## config.mk

```make
export PLATFORM = sky130hd
export DESIGN_NAME = pipeline_ctrl_flat
export DESIGN_NICKNAME = d
export VERILOG_FILES = /design/src/rtl/pipeline_ctrl_if.sv /design/src/rtl/pipeline_ctrl.sv /design/src/flat_wrapper.sv
export SDC_FILE = /design/constraint.sdc
export NUM_CORES = 1
export LEC_CHECK = 0
export CAP_MARGIN = 20
export CORE_MARGIN = 2
export CORE_UTILIZATION = 42
export DETAILED_ROUTE_END_ITERATION = 8
export GPL_ROUTABILITY_DRIVEN = 0
export PLACE_DENSITY = 0.85
export SKIP_CTS_REPAIR_TIMING = 1
export SLEW_MARGIN = 20
export SYNTH_ARGS = -nofsm -noshare
export SYNTH_HDL_FRONTEND = slang
export SYNTH_SLANG_ARGS = --single-unit
```

## constraint.sdc

```tcl
create_clock -name clk -period 2.53 [get_ports clk]
set_input_delay 0.506 -clock clk [delete_from_list [all_inputs] [get_ports clk]]
set_output_delay 0.506 -clock clk [all_outputs]
set_load 0.01 [all_outputs]
```

## src/rtl/pipeline_ctrl_if.sv

```systemverilog
// Hazard/stall control bundle between the pipeline datapath and pipeline_ctrl.
// The master modport is the datapath side; the slave modport is the controller side.
interface pipeline_ctrl_if;
    localparam int unsigned REG_W = 5;
    localparam int unsigned CNT_W = 16;

    logic [REG_W-1:0] Rn_id;
    logic [REG_W-1:0] Rm_id;
    logic             uses_Rm_id;
    logic [REG_W-1:0] Rd_ex;
    logic             MemRead_ex;
    logic             BrTaken_mem;
    logic             mem_req_mem;
    logic             mem_ready;

    logic             pc_we;
    logic             if_id_we;
    logic             id_ex_we;
    logic             ex_mem_we;
    logic             mem_wb_we;
    logic             if_id_flush;
    logic             id_ex_flush;
    logic             ex_mem_flush;
    logic             pc_sel_br;
    logic             mem_timeout;
    logic [CNT_W-1:0] stall_cnt;

    modport master (
        output Rn_id, Rm_id, uses_Rm_id, Rd_ex, MemRead_ex, BrTaken_mem,
               mem_req_mem, mem_ready,
        input  pc_we, if_id_we, id_ex_we, ex_mem_we, mem_wb_we,
               if_id_flush, id_ex_flush, ex_mem_flush, pc_sel_br,
               mem_timeout, stall_cnt
    );

    modport slave (
        input  Rn_id, Rm_id, uses_Rm_id, Rd_ex, MemRead_ex, BrTaken_mem,
               mem_req_mem, mem_ready,
        output pc_we, if_id_we, id_ex_we, ex_mem_we, mem_wb_we,
               if_id_flush, id_ex_flush, ex_mem_flush, pc_sel_br,
               mem_timeout, stall_cnt
    );
endinterface

```

## src/rtl/pipeline_ctrl.sv

```systemverilog
// Five-stage pipeline hazard controller: load-use stall, taken-branch flush,
// data-memory wait freeze with timeout to a sticky error state.
module pipeline_ctrl #(
    parameter int unsigned TIMEOUT = 255
) (
    input  logic           clk,
    input  logic           reset,
    pipeline_ctrl_if.slave p
);
    localparam int unsigned REG_W  = 5;
    localparam int unsigned SCNT_W = 16;
    localparam int unsigned WCNT_W = (TIMEOUT < 2) ? 1 : $clog2(TIMEOUT + 1);
    localparam logic [REG_W-1:0]  XZR      = REG_W'(31);
    localparam logic [WCNT_W-1:0] WCNT_MAX = WCNT_W'(TIMEOUT);
    localparam logic [WCNT_W-1:0] WCNT_ONE = WCNT_W'(1);

    typedef enum logic [1:0] {
        RUN  = 2'd0,
        WAIT = 2'd1,
        ERR  = 2'd2
    } state_e;

    state_e              state_q, state_d;
    logic [WCNT_W-1:0]   wait_cnt_q, wait_cnt_d;
    logic [SCNT_W-1:0]   stall_cnt_q, stall_cnt_d;
    logic                mem_timeout_q, mem_timeout_d;
    logic                wait_exit_q, wait_exit_d;

    logic                lu_c;
    logic                mm_c;
    logic                advance_c;
    logic                pc_we_c, if_id_we_c, id_ex_we_c, ex_mem_we_c, mem_wb_we_c;
    logic                if_id_flush_c, id_ex_flush_c, ex_mem_flush_c;
    logic                pc_sel_br_c;

    // Hazard detection; the access that just completed is not seen again as a miss.
    always_comb begin
        lu_c = p.MemRead_ex && (p.Rd_ex != XZR) &&
               ((p.Rd_ex == p.Rn_id) || (p.uses_Rm_id && (p.Rd_ex == p.Rm_id)));
        mm_c = p.mem_req_mem && !p.mem_ready && !wait_exit_q;
    end

    // Next state, wait counter and pipeline register controls.
    always_comb begin
        state_d        = state_q;
        wait_cnt_d     = wait_cnt_q;
        wait_exit_d    = 1'b0;
        advance_c      = 1'b0;
        pc_we_c        = 1'b0;
        if_id_we_c     = 1'b0;
        id_ex_we_c     = 1'b0;
        ex_mem_we_c    = 1'b0;
        mem_wb_we_c    = 1'b0;
        if_id_flush_c  = 1'b0;
        id_ex_flush_c  = 1'b0;
        ex_mem_flush_c = 1'b0;
        pc_sel_br_c    = 1'b0;

        unique case (state_q)
            RUN: begin
                if (mm_c) begin
                    state_d    = WAIT;
                    wait_cnt_d = WCNT_ONE;
                end else begin
                    advance_c = 1'b1;
                end
            end
            WAIT: begin
                // The cycle memory completes lets the pipeline move on.
                if (p.mem_ready) begin
                    state_d     = RUN;
                    wait_cnt_d  = '0;
                    wait_exit_d = 1'b1;
                    advance_c   = 1'b1;
                end else if (wait_cnt_q == WCNT_MAX) begin
                    state_d    = ERR;
                    wait_cnt_d = '0;
                end else begin
                    wait_cnt_d = wait_cnt_q + WCNT_ONE;
                end
            end
            ERR: begin
                state_d = ERR;
            end
            default: begin
                state_d    = RUN;
                wait_cnt_d = '0;
            end
        endcase

        if (advance_c) begin
            pc_we_c     = 1'b1;
            if_id_we_c  = 1'b1;
            id_ex_we_c  = 1'b1;
            ex_mem_we_c = 1'b1;
            mem_wb_we_c = 1'b1;
            if (p.BrTaken_mem) begin
                pc_sel_br_c    = 1'b1;
                if_id_flush_c  = 1'b1;
                id_ex_flush_c  = 1'b1;
                ex_mem_flush_c = 1'b1;
            end else if (lu_c) begin
                pc_we_c       = 1'b0;
                if_id_we_c    = 1'b0;
                id_ex_flush_c = 1'b1;
            end
        end

        // Reset holds every stage and loads bubbles everywhere.
        if (reset) begin
            pc_we_c        = 1'b0;
            if_id_we_c     = 1'b0;
            id_ex_we_c     = 1'b0;
            ex_mem_we_c    = 1'b0;
            mem_wb_we_c    = 1'b0;
            if_id_flush_c  = 1'b1;
            id_ex_flush_c  = 1'b1;
            ex_mem_flush_c = 1'b1;
            pc_sel_br_c    = 1'b0;
        end

        stall_cnt_d   = (!pc_we_c && (stall_cnt_q != '1)) ? stall_cnt_q + SCNT_W'(1)
                                                          : stall_cnt_q;
        mem_timeout_d = mem_timeout_q || (state_d == ERR);
    end

    always_ff @(posedge clk) begin
        if (reset) begin
            state_q       <= RUN;
            wait_cnt_q    <= '0;
            stall_cnt_q   <= '0;
            mem_timeout_q <= 1'b0;
            wait_exit_q   <= 1'b0;
        end else begin
            state_q       <= state_d;
            wait_cnt_q    <= wait_cnt_d;
            stall_cnt_q   <= stall_cnt_d;
            mem_timeout_q <= mem_timeout_d;
            wait_exit_q   <= wait_exit_d;
        end
    end

    assign p.pc_we        = pc_we_c;
    assign p.if_id_we     = if_id_we_c;
    assign p.id_ex_we     = id_ex_we_c;
    assign p.ex_mem_we    = ex_mem_we_c;
    assign p.mem_wb_we    = mem_wb_we_c;
    assign p.if_id_flush  = if_id_flush_c;
    assign p.id_ex_flush  = id_ex_flush_c;
    assign p.ex_mem_flush = ex_mem_flush_c;
    assign p.pc_sel_br    = pc_sel_br_c;
    assign p.mem_timeout  = mem_timeout_q;
    assign p.stall_cnt    = stall_cnt_q;
endmodule

```

## src/flat_wrapper.sv

```systemverilog
// flat-port wrapper written by rule: the top's interface ports become plain ports
module pipeline_ctrl_flat 
#(
    parameter int unsigned TIMEOUT = 255
)
  (clk, reset, p_Rn_id, p_Rm_id, p_uses_Rm_id, p_Rd_ex, p_MemRead_ex, p_BrTaken_mem, p_mem_req_mem, p_mem_ready, p_pc_we, p_if_id_we, p_id_ex_we, p_ex_mem_we, p_mem_wb_we, p_if_id_flush, p_id_ex_flush, p_ex_mem_flush, p_pc_sel_br, p_mem_timeout, p_stall_cnt);
  pipeline_ctrl_if p_i ();
  input  logic clk;
  input  logic reset;
  input wire logic [$bits(p_i.Rn_id)-1:0] p_Rn_id;
  input wire logic [$bits(p_i.Rm_id)-1:0] p_Rm_id;
  input wire logic [$bits(p_i.uses_Rm_id)-1:0] p_uses_Rm_id;
  input wire logic [$bits(p_i.Rd_ex)-1:0] p_Rd_ex;
  input wire logic [$bits(p_i.MemRead_ex)-1:0] p_MemRead_ex;
  input wire logic [$bits(p_i.BrTaken_mem)-1:0] p_BrTaken_mem;
  input wire logic [$bits(p_i.mem_req_mem)-1:0] p_mem_req_mem;
  input wire logic [$bits(p_i.mem_ready)-1:0] p_mem_ready;
  output wire logic [$bits(p_i.pc_we)-1:0] p_pc_we;
  output wire logic [$bits(p_i.if_id_we)-1:0] p_if_id_we;
  output wire logic [$bits(p_i.id_ex_we)-1:0] p_id_ex_we;
  output wire logic [$bits(p_i.ex_mem_we)-1:0] p_ex_mem_we;
  output wire logic [$bits(p_i.mem_wb_we)-1:0] p_mem_wb_we;
  output wire logic [$bits(p_i.if_id_flush)-1:0] p_if_id_flush;
  output wire logic [$bits(p_i.id_ex_flush)-1:0] p_id_ex_flush;
  output wire logic [$bits(p_i.ex_mem_flush)-1:0] p_ex_mem_flush;
  output wire logic [$bits(p_i.pc_sel_br)-1:0] p_pc_sel_br;
  output wire logic [$bits(p_i.mem_timeout)-1:0] p_mem_timeout;
  output wire logic [$bits(p_i.stall_cnt)-1:0] p_stall_cnt;
  assign p_i.Rn_id = p_Rn_id;
  assign p_i.Rm_id = p_Rm_id;
  assign p_i.uses_Rm_id = p_uses_Rm_id;
  assign p_i.Rd_ex = p_Rd_ex;
  assign p_i.MemRead_ex = p_MemRead_ex;
  assign p_i.BrTaken_mem = p_BrTaken_mem;
  assign p_i.mem_req_mem = p_mem_req_mem;
  assign p_i.mem_ready = p_mem_ready;
  assign p_pc_we = p_i.pc_we;
  assign p_if_id_we = p_i.if_id_we;
  assign p_id_ex_we = p_i.id_ex_we;
  assign p_ex_mem_we = p_i.ex_mem_we;
  assign p_mem_wb_we = p_i.mem_wb_we;
  assign p_if_id_flush = p_i.if_id_flush;
  assign p_id_ex_flush = p_i.id_ex_flush;
  assign p_ex_mem_flush = p_i.ex_mem_flush;
  assign p_pc_sel_br = p_i.pc_sel_br;
  assign p_mem_timeout = p_i.mem_timeout;
  assign p_stall_cnt = p_i.stall_cnt;
  pipeline_ctrl #(.TIMEOUT(TIMEOUT)) u_core (.clk(clk), .reset(reset), .p(p_i));
endmodule
```

==> results of run 1 <==
-- state kept, by name, indices dropped and copies added, names as in the netlist --
register              flops
u_core.p.stall_cnt       16
u_core.wait_cnt_q         8
u_core.state_q            2
u_core.p.mem_timeout      1
u_core.wait_exit_q        1
-- metrics by stage --
stage	hold WS, ns	area [um2]	instances
2_1_floorplan	0.4428	1583	195
3_3_place_gp	0.4363	2191	298
3_5_place_dp	0.4428	2191	298
4_1_cts	0.4648	2262	302
5_1_grt	0.4967	2366	304
6_report	0.4627	2366	304
-- cells in the mapped netlist --
cell type	instances
sky130_fd_sc_hd__a31oi_1	2
sky130_fd_sc_hd__ha_1	2
sky130_fd_sc_hd__o21ai_0	9
sky130_fd_sc_hd__nand4b_1	1
sky130_fd_sc_hd__or4_1	8
sky130_fd_sc_hd__nor2_1	21
sky130_fd_sc_hd__o41ai_1	1
sky130_fd_sc_hd__nor4_2	1
sky130_fd_sc_hd__a311oi_1	3
sky130_fd_sc_hd__clkbuf_1	6
sky130_fd_sc_hd__nor3_1	5
sky130_fd_sc_hd__xor2_1	9
sky130_fd_sc_hd__buf_4	4
sky130_fd_sc_hd__o21a_1	2
sky130_fd_sc_hd__o311a_1	1
sky130_fd_sc_hd__a211oi_1	1
sky130_fd_sc_hd__nor2b_1	3
sky130_fd_sc_hd__nand4_1	2
sky130_fd_sc_hd__mux2_1	1
sky130_fd_sc_hd__mux2_2	2
sky130_fd_sc_hd__a32oi_1	1
sky130_fd_sc_hd__inv_1	2
sky130_fd_sc_hd__xnor2_1	1
sky130_fd_sc_hd__a21oi_1	16
sky130_fd_sc_hd__inv_2	1
sky130_fd_sc_hd__or2_2	2
sky130_fd_sc_hd__and2_1	3
sky130_fd_sc_hd__o31ai_1	8
sky130_fd_sc_hd__buf_6	1
sky130_fd_sc_hd__or3_1	3
sky130_fd_sc_hd__nand2b_1	1
sky130_fd_sc_hd__a22oi_1	2
sky130_fd_sc_hd__o31a_1	1
sky130_fd_sc_hd__nor4_1	2
sky130_fd_sc_hd__a21o_1	2
sky130_fd_sc_hd__o31ai_4	1
sky130_fd_sc_hd__nand2_1	12
sky130_fd_sc_hd__and3_1	3
sky130_fd_sc_hd__dfxtp_1	28
sky130_fd_sc_hd__and4_1	1
sky130_fd_sc_hd__o21bai_1	1
sky130_fd_sc_hd__nand3_1	19
-- power by group through the flow --
stage | combinational [mW] | sequential [mW] | clock (mW)
after floorplan | 0.0768 | 0.464 | 0
after CTS | 0.171 | 0.454 | 0.360
after global routing | 0.197 | 0.455 | 0.376
after global placement | 0.165 | 0.464 | 0
after detailed placement | 0.171 | 0.464 | 0
final | 0.183 | 0.454 | 0.353
-- worst paths after layout --
check	cells past startpoint	to	startpoint	slack [ns]
worst max register to register	9	u_core.p.stall_cnt[9]$_SDFFE_PP0P_	u_core.state_q[0]$_SDFF_PP0_	0.46
worst min-delay path	1	u_core.p.mem_timeout$_SDFF_PP0_	u_core.p.mem_timeout$_SDFF_PP0_	0.46
worst max-delay path	7	p_id_ex_flush	p_Rm_id[3]	0.08
worst min register to register	1	u_core.p.mem_timeout$_SDFF_PP0_	u_core.p.mem_timeout$_SDFF_PP0_	0.46
-- worst max-delay path, stage by stage --
cell                              delay [ns]
sky130_fd_sc_hd__clkdlybuf4s50_1        0.50
sky130_fd_sc_hd__xor2_2                 0.18
sky130_fd_sc_hd__nor4_2                 0.06
sky130_fd_sc_hd__a32oi_2                0.25
sky130_fd_sc_hd__nor2_1                 0.09
sky130_fd_sc_hd__a21o_1                 0.19
sky130_fd_sc_hd__dlymetal6s2s_1         0.17
-- cell type report --
cell class,count,area share
Multi-Input combinational cell,153,0.4215
Clock buffer,3,0.01745
Clock inverter,1,0.01269
Timing Repair Buffer,68,0.2813
Sequential cell,28,0.2369
Inverter,3,0.004759
Tap cell,48,0.02538
-- logic make-up after synthesis --
kind of cell | Yosys count
xor gates and xnor gates | 10
DFF | 28
adders and majority gates | 2
muxes | 3
buffers and inverters | 14
and+or+nand+nor | 87
AOI/OAI and AO/OA | 51
-- metal layers --
| metal | global-route usage | up-vias | wire [um] |
|---|---|---|---|
| met5 | 0 | - | 0 |
| met4 | 0.03906 | 0 | 29 |
| met3 | 0.03767 | 4 | 131 |
| met2 | 0.3520 | 39 | 2273 |
| met1 | 0.2169 | 795 | 1842 |
| li1 | - | 842 | - |
==> Flow_metrics.wiki, run 1 <==
{| class="wikitable"
! Metric !! Value
|-
| Part of the total power dissipated in the clock network || 0.357
|-
| Finished Core Util || 0.6512
|-
| Post-synthesis share of cell area spent on xor and xnor gates || 0.05556
|-
| Die X-Extent || 65.27 um
|-
| Share of final-layout standard cells stronger than drive strength 1 || 0.1641
|-
| Routed wire length || around 4300 um
|-
| Signal arrival time at the worst endpoint || ~1.9 ns
|-
| Combined flip-flop and latch cell area || between 500 and 600 um2
|-
| DRT antenna net count || 0
|-
| All-Layer GR Usage || 0.1870
|-
| Final total negative setup slack || 0 ns
|-
| Maximum level of the CTS H-tree || 1
|-
| Largest cells by area after synthesis || sky130_fd_sc_hd__dfxtp_1 (36%), sky130_fd_sc_hd__nand3_1 (6.0%), sky130_fd_sc_hd__a21oi_1 (5.1%)
|-
| Slew at the pin closest to its max-slew limit || between 0.5 and 0.6 ns
|-
| Max-Slew Margin vs Limit || 0.6457
|-
| Ratio of total power to cell area || roughly 420 nW/um2
|-
| Height of the chip || 65.27 um
|-
| Drc violations || 0
|-
| IO Pins || 48
|-
| Yosys cell types || 42
|-
| Avg Synthesized Cell Area || around 8.1 um2
|-
| Clock Tree Buf Depth || 2
|-
| Final worst slack || between 0.08 and 0.09 ns
|-
| Total of flip-flops plus latches after synthesis || 28
|-
| Number of iterations in the first detailed-routing pass || 4
|-
| Part of the power in registers || 0.459
|-
| Top library cells by usage in the layout, fill and taps aside || sky130_fd_sc_hd__clkdlybuf4s50_1 (30), sky130_fd_sc_hd__dfxtp_1 (28), sky130_fd_sc_hd__nor2_1 (21), sky130_fd_sc_hd__buf_4 (20), sky130_fd_sc_hd__nand3_1 (19)
|-
| Total standard cell area after synthesis || about 1600 um2
|-
| Std-Cell Rows || 22
|-
| Root buffer cell || sky130_fd_sc_hd__clkbuf_8
|-
| Initial antenna violation count || 0
|-
| Internal Pwr Total || between 700 and 800 uW
|-
| Comb power frac || 0.185
|-
| TritonCTS clock tree || yes
|-
| Final Slew Violations || 0
|-
| Layout Nets || ~280
|-
| Total net switching power || 234.7 uW
|-
| Share of total power consumed by net switching || 0.2370
|-
| Max-Cap Viols || 0
|-
| Core Area || ~3600 um2
|-
| Main combinational cell family by area after synthesis || simple AND/OR/NAND/NOR gates
|-
| Worst min path class || flip-flop to flip-flop
|-
| Largest area contributor in the netlist || sky130_fd_sc_hd__dfxtp_1
|-
| Share of synthesized cell area in full adder, half adder and majority cells || 0.01587
|-
| Complex-gate fraction of the synthesized area || 0.2167
|-
| Clock insertion delay at the later pin of the skew report || roughly 0.28 ns
|-
| Layout area overhead || 50.08%
|-
| Simple-gate share of the synthesized area || 0.2873
|-
| Most common library cell in the layout ignoring fill and taps || sky130_fd_sc_hd__clkdlybuf4s50_1
|-
| Pin count of the biggest net entering global routing || 19
|-
| Worst Path Required || slightly above 2 ns
|-
| Grt total ovfl || 0
|-
| Category of the worst setup path launch point || input port
|-
| Final clock skew || 0.01050 ns
|-
| Post-placement worst setup slack || -0.4869 ns
|-
| Sequential fraction of the synthesis area || 0.3556
|-
| Number of buffer cells added on primary ports || 47
|-
| Leakage power of the design || roughly 0.97 nW
|-
| Global-route wire length before repair || approximately 6400 um
|-
| Fill cell count || ~310
|-
| Top cell type's share of synthesized area || 0.3556
|-
| Status || complete, no violations
|-
| Total via count after detailed routing || between 1.5k and 2k
|-
| Net count after synthesis || roughly 220
|-
| Maximum fanout along the worst path || 2
|-
| DRC marker count from the first detailed-route iteration || 84
|-
| Final-report setup violation count || 0
|-
| Setup repair after global routing missed its margin || true
|-
| Total CTS buffers || 3
|-
| Count of mapped cells out of synthesis || between 150 and 200
|-
| CTS Sinks || 28
|-
| Crit Path Class || input port to output port
|-
| Placed wire-length estimate after detailed placement || ~3100 um
|-
| Min Tclk post-route || 2.446 ns
|-
| Number of synthesis warnings || 0
|-
| Starting density of the core || 0.4339
|-
| Vias in the first global route || ~1.5k
|-
| Share of cell area taken by muxes after synthesis || 0.02143
|-
| FMAX || 408.8 MHz
|-
| Worst supply voltage drop on vdd || 0.4213 mV
|-
| Crit share post-route || 0.9670
|-
| Total area of multi-input combinational cells || approximately 1000 um2
|-
| Final hold violation count || 0
|-
| Diode count || 0
|-
| Avg Vias per Cell || between 5 and 6
|-
| Die Area || approximately 4300 um2
|-
| Reg clk slew, reported paths || around 0.090 ns
|-
| Nature of the critical path endpoint || output port
|-
| Post-layout power || roughly 990 uW
|-
| Average wire per standard cell || ~14 um
|}
(Power assumes the default switching activity.)
==> run 2, diff against run 1 <==
CELL_PAD_IN_SITES_DETAIL_PLACEMENT = 1   (was default)
CELL_PAD_IN_SITES_GLOBAL_PLACEMENT = 2   (was default)
CORE_UTILIZATION = 23   (was 42)
PLACE_DENSITY = 0.83   (was 0.85)
==> Flow_metrics.wiki, run 2 (synthesis gave the netlist of run 1 again) <==
{| class="wikitable"
! Metric !! Value
|-
| Grt total ovfl || 0
|-
| Routed wl met3 || approximately 150 um
|-
| Std-Cell Rows || 30
|-
| Root buffer cell || sky130_fd_sc_hd__clkbuf_8
|-
| Worst supply voltage drop on vdd || around 0.27 mV
|-
| Final hold violation count || 0
|-
| Met2 wire length || 2509 um
|-
| Core Area || between 6000 and 7000 um2
|-
| Final-report setup violation count || 0
|-
| DRT antenna net count || 0
|-
| Signal arrival time at the worst endpoint || about 2.0 ns
|-
| Slack of the worst reg-to-reg path || roughly 0.48 ns
|-
| Met1 Routed Length || ~2200 um
|-
| Highest routed metal layer || met4
|-
| Die Area || 7533 um2
|-
| All-Layer GR Usage || 0.1275
|-
| Maximum fanout along the worst path || 3
|-
| Layout area overhead || 54.36%
|-
| Placed wire-length estimate after detailed placement || about 3700 um
|-
| Layout Nets || 284
|-
| CTS Sinks || 28
|-
| Number of buffer cells added on primary ports || between 40 and 50
|-
| Vias in the first global route || 1630
|-
| IO Pins || 48
|-
| Number of iterations in the first detailed-routing pass || 5
|-
| Height of the chip || approximately 87 um
|-
| Final Slew Violations || 0
|-
| Slowest library cell on the worst path || sky130_fd_sc_hd__clkdlybuf4s50_1
|-
| Finished Core Util || 0.3622
|-
| Reg clk slew, reported paths || about 0.090 ns
|-
| Nature of the critical path endpoint || output port
|-
| DRC marker count from the first detailed-route iteration || 55
|-
| FMAX || slightly above 400 MHz
|-
| Fill cell count || a little under 800
|-
| Ratio of total power to cell area || a little over 400 nW/um2
|-
| Leakage power of the design || between 0.9 and 1 nW
|-
| Drc violations || 0
|-
| Internal Pwr Total || 758.3 uW
|-
| Top library cells by usage in the layout, fill and taps aside || sky130_fd_sc_hd__clkdlybuf4s50_1 (31), sky130_fd_sc_hd__dfxtp_1 (28), sky130_fd_sc_hd__buf_4 (23), sky130_fd_sc_hd__nor2_1 (21), sky130_fd_sc_hd__nand3_1 (19)
|-
| Global-route wire length before repair || 7714 um
|-
| Share of final-layout standard cells stronger than drive strength 1 || 0.1699
|-
| Total via count after detailed routing || between 1.5k and 2k
|-
| Crit Path Class || input port to output port
|-
| Share of total power consumed by net switching || 0.2411
|-
| Worst min path class || flip-flop to flip-flop
|-
| Avg Vias per Cell || slightly below 5
|-
| Average wire per standard cell || ~14 um
|-
| Min Tclk post-route || 2.478 ns
|-
| Initial antenna violation count || 0
|-
| TritonCTS clock tree || yes
|-
| Clock insertion delay at the later pin of the skew report || between 0.2 and 0.3 ns
|-
| Max FFs per register || 16
|-
| Crit share post-route || 0.9794
|-
| Status || complete, no violations
|-
| Clock Tree Buf Depth || 2
|-
| Worst Path Required || 2.02 ns
|-
| Final total negative setup slack || 0 ns
|-
| Die X-Extent || slightly below 90 um
|-
| Category of the worst setup path launch point || input port
|-
| Max-Slew Margin vs Limit || 0.7095
|-
| Part of the total power dissipated in the clock network || 0.362
|-
| Comb power frac || 0.183
|-
| Starting density of the core || 0.2346
|-
| Most common library cell in the layout ignoring fill and taps || sky130_fd_sc_hd__clkdlybuf4s50_1
|-
| Post-layout power || ~1000 uW
|-
| Most Frequent Cell on Critical Path || sky130_fd_sc_hd__clkdlybuf4s50_1
|-
| Chain of cells forming the critical path || clkdlybuf4s50_1 > nand2b_1 > a21oi_2 > nor3_4 > buf_4 > clkdlybuf4s50_1
|-
| Final clock skew || about 0.012 ns
|-
| Total net switching power || 240.9 uW
|-
| Max-Cap Viols || 0
|-
| Part of the power in registers || 0.455
|-
| Maximum level of the CTS H-tree || 1
|-
| Diode count || 0
|-
| Pin count of the biggest net entering global routing || 29
|-
| Routed wire length || roughly 4900 um
|-
| Total CTS buffers || 3
|-
| Slew at the pin closest to its max-slew limit || 0.4341 ns
|-
| Worst stage delay on the critical path || roughly 0.54 ns
|}
-- run 2: worst paths after layout --
path,end,cells after the start,start
setup / recovery,p_ex_mem_we,6,p_mem_req_mem
hold / removal,u_core.wait_exit_q$_SDFF_PP0_,2,u_core.state_q[0]$_SDFF_PP0_
setup reg to reg,u_core.p.stall_cnt[13]$_SDFFE_PP0P_,9,u_core.state_q[0]$_SDFF_PP0_
hold reg to reg,u_core.wait_exit_q$_SDFF_PP0_,2,u_core.state_q[0]$_SDFF_PP0_
-- run 2: routing by layer --
metal,vias to the layer above,global-route usage
met1,808,0.1633
met5,-,0
li1,846,-
met4,0,0.03409
met3,4,0.02476
met2,27,0.2179
-- run 2: power by group through the flow --
| stage | Clock (mW) | Combinational [mW] | Sequential [mW] |
|---|---|---|---|
| after floorplan | 0 | 0.0768 | 0.464 |
| after global placement | 0 | 0.173 | 0.465 |
| after detailed placement | 0 | 0.176 | 0.465 |
| after CTS | 0.379 | 0.177 | 0.455 |
| after global routing | 0.399 | 0.200 | 0.456 |
| final | 0.362 | 0.183 | 0.455 |
-- run 2: per-stage QoR --
| stage | cell area (um2) | worst slack (ns) | hold WS [ns] | instances |
|---|---|---|---|---|
| global route | 2434 | -0.02236 | 0.5216 | 339 |
| finish | 2434 | 0.05206 | 0.4964 | 339 |
| global placement | 2261 | -0.4423 | 0.4727 | 334 |
| floorplan | 1583 | 0.04965 | 0.4428 | 195 |
| CTS | 2332 | -0.4860 | 0.4971 | 338 |
| detailed placement | 2261 | -0.4860 | 0.4772 | 334 |
-- run 2: worst max-delay path: cells and delay by family --
kind / cells / cell delay, ns
AND/OR/NAND/NOR: 2 / 0.29
buffers and inverters: 3 / 1.08
AO/OA/AOI/OAI: 1 / 0.09
-- run 2: area by class of cell --
cell class | count | area [um2] | area share
multi-input combinational | 153 | 994.7 | 0.4087
timing repair buffer | 71 | 695.7 | 0.2859
sequential | 28 | 560.5 | 0.2303
tap | 80 | 100.1 | 0.04113
clock buffer | 3 | 41.29 | 0.01697
clock inverter | 1 | 30.03 | 0.01234
inverter | 3 | 11.26 | 0.004627
==> run 3, diff against run 2 <==
CORE_UTILIZATION = 24   (was 23)
CTS_BUF_LIST = sky130_fd_sc_hd__clkbuf_8   (was default)
PLACE_DENSITY = 0.85   (was 0.83)
==> Flow_metrics.wiki, run 3 (synthesis gave the netlist of run 1 again) <==
{| class="wikitable"
! Metric !! Value
|-
| Core Area || 6350 um2
|-
| Layout area overhead || 54.68%
|-
| Final worst slack || approximately 0.064 ns
|-
| Worst stage delay on the critical path || 0.54 ns
|-
| Reg clk slew, reported paths || 0.09 ns
|-
| Top library cells by usage in the layout, fill and taps aside || sky130_fd_sc_hd__clkdlybuf4s50_1 (29), sky130_fd_sc_hd__dfxtp_1 (28), sky130_fd_sc_hd__buf_4 (24), sky130_fd_sc_hd__nor2_1 (21), sky130_fd_sc_hd__nand3_1 (19)
|-
| Starting density of the core || 0.2483
|-
| Worst Path Required || around 2 ns
|-
| Hold Path Depth || 2
|-
| Share of final-layout standard cells stronger than drive strength 1 || 0.2000
|-
| Root buffer cell || sky130_fd_sc_hd__clkbuf_8
|-
| Most common library cell in the layout ignoring fill and taps || sky130_fd_sc_hd__clkdlybuf4s50_1
|-
| Leakage power of the design || 0.9775 nW
|-
| Total CTS buffers || 3
|-
| IO Pins || 48
|-
| Worst supply voltage drop on vdd || 0.2605 mV
|-
| Avg Vias per Cell || between 5 and 6
|-
| Final hold violation count || 0
|-
| Post-placement worst setup slack || -0.4478 ns
|-
| Worst r2r path cells || 9
|-
| Clock insertion delay at the later pin of the skew report || about 0.27 ns
|-
| Max-Slew Margin vs Limit || 0.7015
|-
| Grt total ovfl || 0
|-
| Crit share post-route || 0.9749
|-
| Worst min path class || flip-flop to flip-flop
|-
| Most Used Layer, Global Route || met2
|-
| Vias in the first global route || roughly 1.7k
|-
| Ratio of total power to cell area || between 300 and 400 nW/um2
|-
| Most Frequent Cell on Critical Path || sky130_fd_sc_hd__clkdlybuf4s50_1
|-
| FMAX || ~400 MHz
|-
| Final clock skew || approximately 0.0070 ns
|-
| Die X-Extent || around 85 um
|-
| Signal arrival time at the worst endpoint || slightly below 2 ns
|-
| Maximum level of the CTS H-tree || 1
|-
| Met2 layer usage reported by global route || 0.2344
|-
| Nature of the critical path endpoint || output port
|-
| Total via count after detailed routing || between 1.5k and 2k
|-
| Drc violations || 0
|-
| Min Tclk post-route || 2.466 ns
|-
| Maximum fanout along the worst path || 3
|-
| Number of iterations in the first detailed-routing pass || 4
|-
| Final-report setup violation count || 0
|-
| Global-route track usage on met3 || 0.02432
|-
| Slew at the pin closest to its max-slew limit || between 0.4 and 0.5 ns
|-
| Initial antenna violation count || 0
|-
| Pin count of the biggest net entering global routing || 29
|-
| Layout Nets || between 200 and 300
|-
| Status || complete, no violations
|-
| Final total negative setup slack || 0 ns
|-
| Chain of cells forming the critical path || clkdlybuf4s50_1 > nand2b_1 > a21oi_2 > nor3_4 > and2_1 > clkdlybuf4s50_1
|-
| Post-Place Cells || between 300 and 400
|-
| Std-Cell Rows || 29
|-
| Clock Tree Buf Depth || 2
|-
| Max FFs per register || 16
|-
| All-Layer GR Usage || 0.1305
|-
| Fill cell count || 749
|-
| GR Layer Usage met1 || 0.1662
|-
| DRT antenna net count || 0
|-
| Average wire per standard cell || 14.31 um
|-
| Die Area || 7234 um2
|-
| Final Slew Violations || 0
|-
| Number of buffer cells added on primary ports || 47
|-
| Placed wire-length estimate after detailed placement || 3594 um
|-
| Diode count || 0
|-
| Final instance count without filler cells || 337
|-
| Slowest library cell on the worst path || sky130_fd_sc_hd__clkdlybuf4s50_1
|-
| Max-Cap Viols || 0
|-
| Crit Path Class || input port to output port
|-
| Height of the chip || between 80 and 90 um
|-
| TritonCTS clock tree || yes
|-
| DRC marker count from the first detailed-route iteration || ~70
|-
| CTS Sinks || 28
|-
| Global-route wire length before repair || 7790 um
|-
| Routed wire length || ~4800 um
|-
| Category of the worst setup path launch point || input port
|}
==> run 3: cell types whose count changed in the layout (fill, tap and decap cells not counted), moves of 2 or more <==
cell | previous run | this run
sky130_fd_sc_hd__a21oi_2 | 2 | 5
sky130_fd_sc_hd__xor2_2 | 0 | 2
sky130_fd_sc_hd__or4_1 | 8 | 6
sky130_fd_sc_hd__xor2_1 | 9 | 7
sky130_fd_sc_hd__clkdlybuf4s50_1 | 31 | 29
sky130_fd_sc_hd__a21oi_1 | 14 | 11
sky130_fd_sc_hd__or4_4 | 0 | 2
==> run 3: report_power, final <==
| part | internal [mW] | leakage, nW | switching, mW | total, mW |
|---|---|---|---|---|
| sequential | 0.447 | 0.226 | 0.00768 | 0.455 |
| combinational | 0.0992 | 0.722 | 0.0848 | 0.184 |
| clock | 0.139 | 0.0288 | 0.140 | 0.279 |
==> run 3: metrics by stage <==
stage / power, mW / hold WS (ns) / utilization / area [um2]
after floorplan: 0.5409 / 0.4428 / - / 1583
after global placement: 0.6373 / 0.4719 / 0.3543 / 2250
after detailed placement: 0.6396 / 0.4759 / 0.3543 / 2250
after global routing: 0.9692 / 0.5219 / 0.3840 / 2439
final: 0.9178 / 0.4906 / 0.3840 / 2439
after CTS: 0.9244 / 0.5039 / 0.3630 / 2305
==> run 3: layer usage <==
metal | wire length [um] | vias up
li1 | - | 849
met1 | 2278 | 822
met2 | 2394 | 24
met3 | 134 | 2
met4 | 16 | 0
met5 | 0 | -
==> run 3: critical path: cells and delay by family <==
family                 cells  cell delay [ns]
AOI/OAI and AO/OA          1             0.08
and+or+nand+nor            3             0.43
buffers and inverters      2             0.94
==> run 3: area by class of cell <==
cell class                      instances  area (um2)  share of cell area
Multi-Input combinational cell        153        1012              0.4151
Inverter                                3       13.76            0.005644
Clock buffer                            4       55.05             0.02258
Timing Repair Buffer                   72       700.7              0.2873
Tap cell                               77       96.34             0.03951
Sequential cell                        28       560.5              0.2299
==> run 3: worst paths after layout <==
check	startpoint	end	slack (ns)
max	p_mem_req_mem	p_pc_sel_br	0.06
min	u_core.state_q[0]$_SDFF_PP0_	u_core.wait_exit_q$_SDFF_PP0_	0.49
min reg2reg	u_core.state_q[0]$_SDFF_PP0_	u_core.wait_exit_q$_SDFF_PP0_	0.49
max reg2reg	u_core.state_q[0]$_SDFF_PP0_	u_core.p.stall_cnt[3]$_SDFFE_PP0P_	0.50
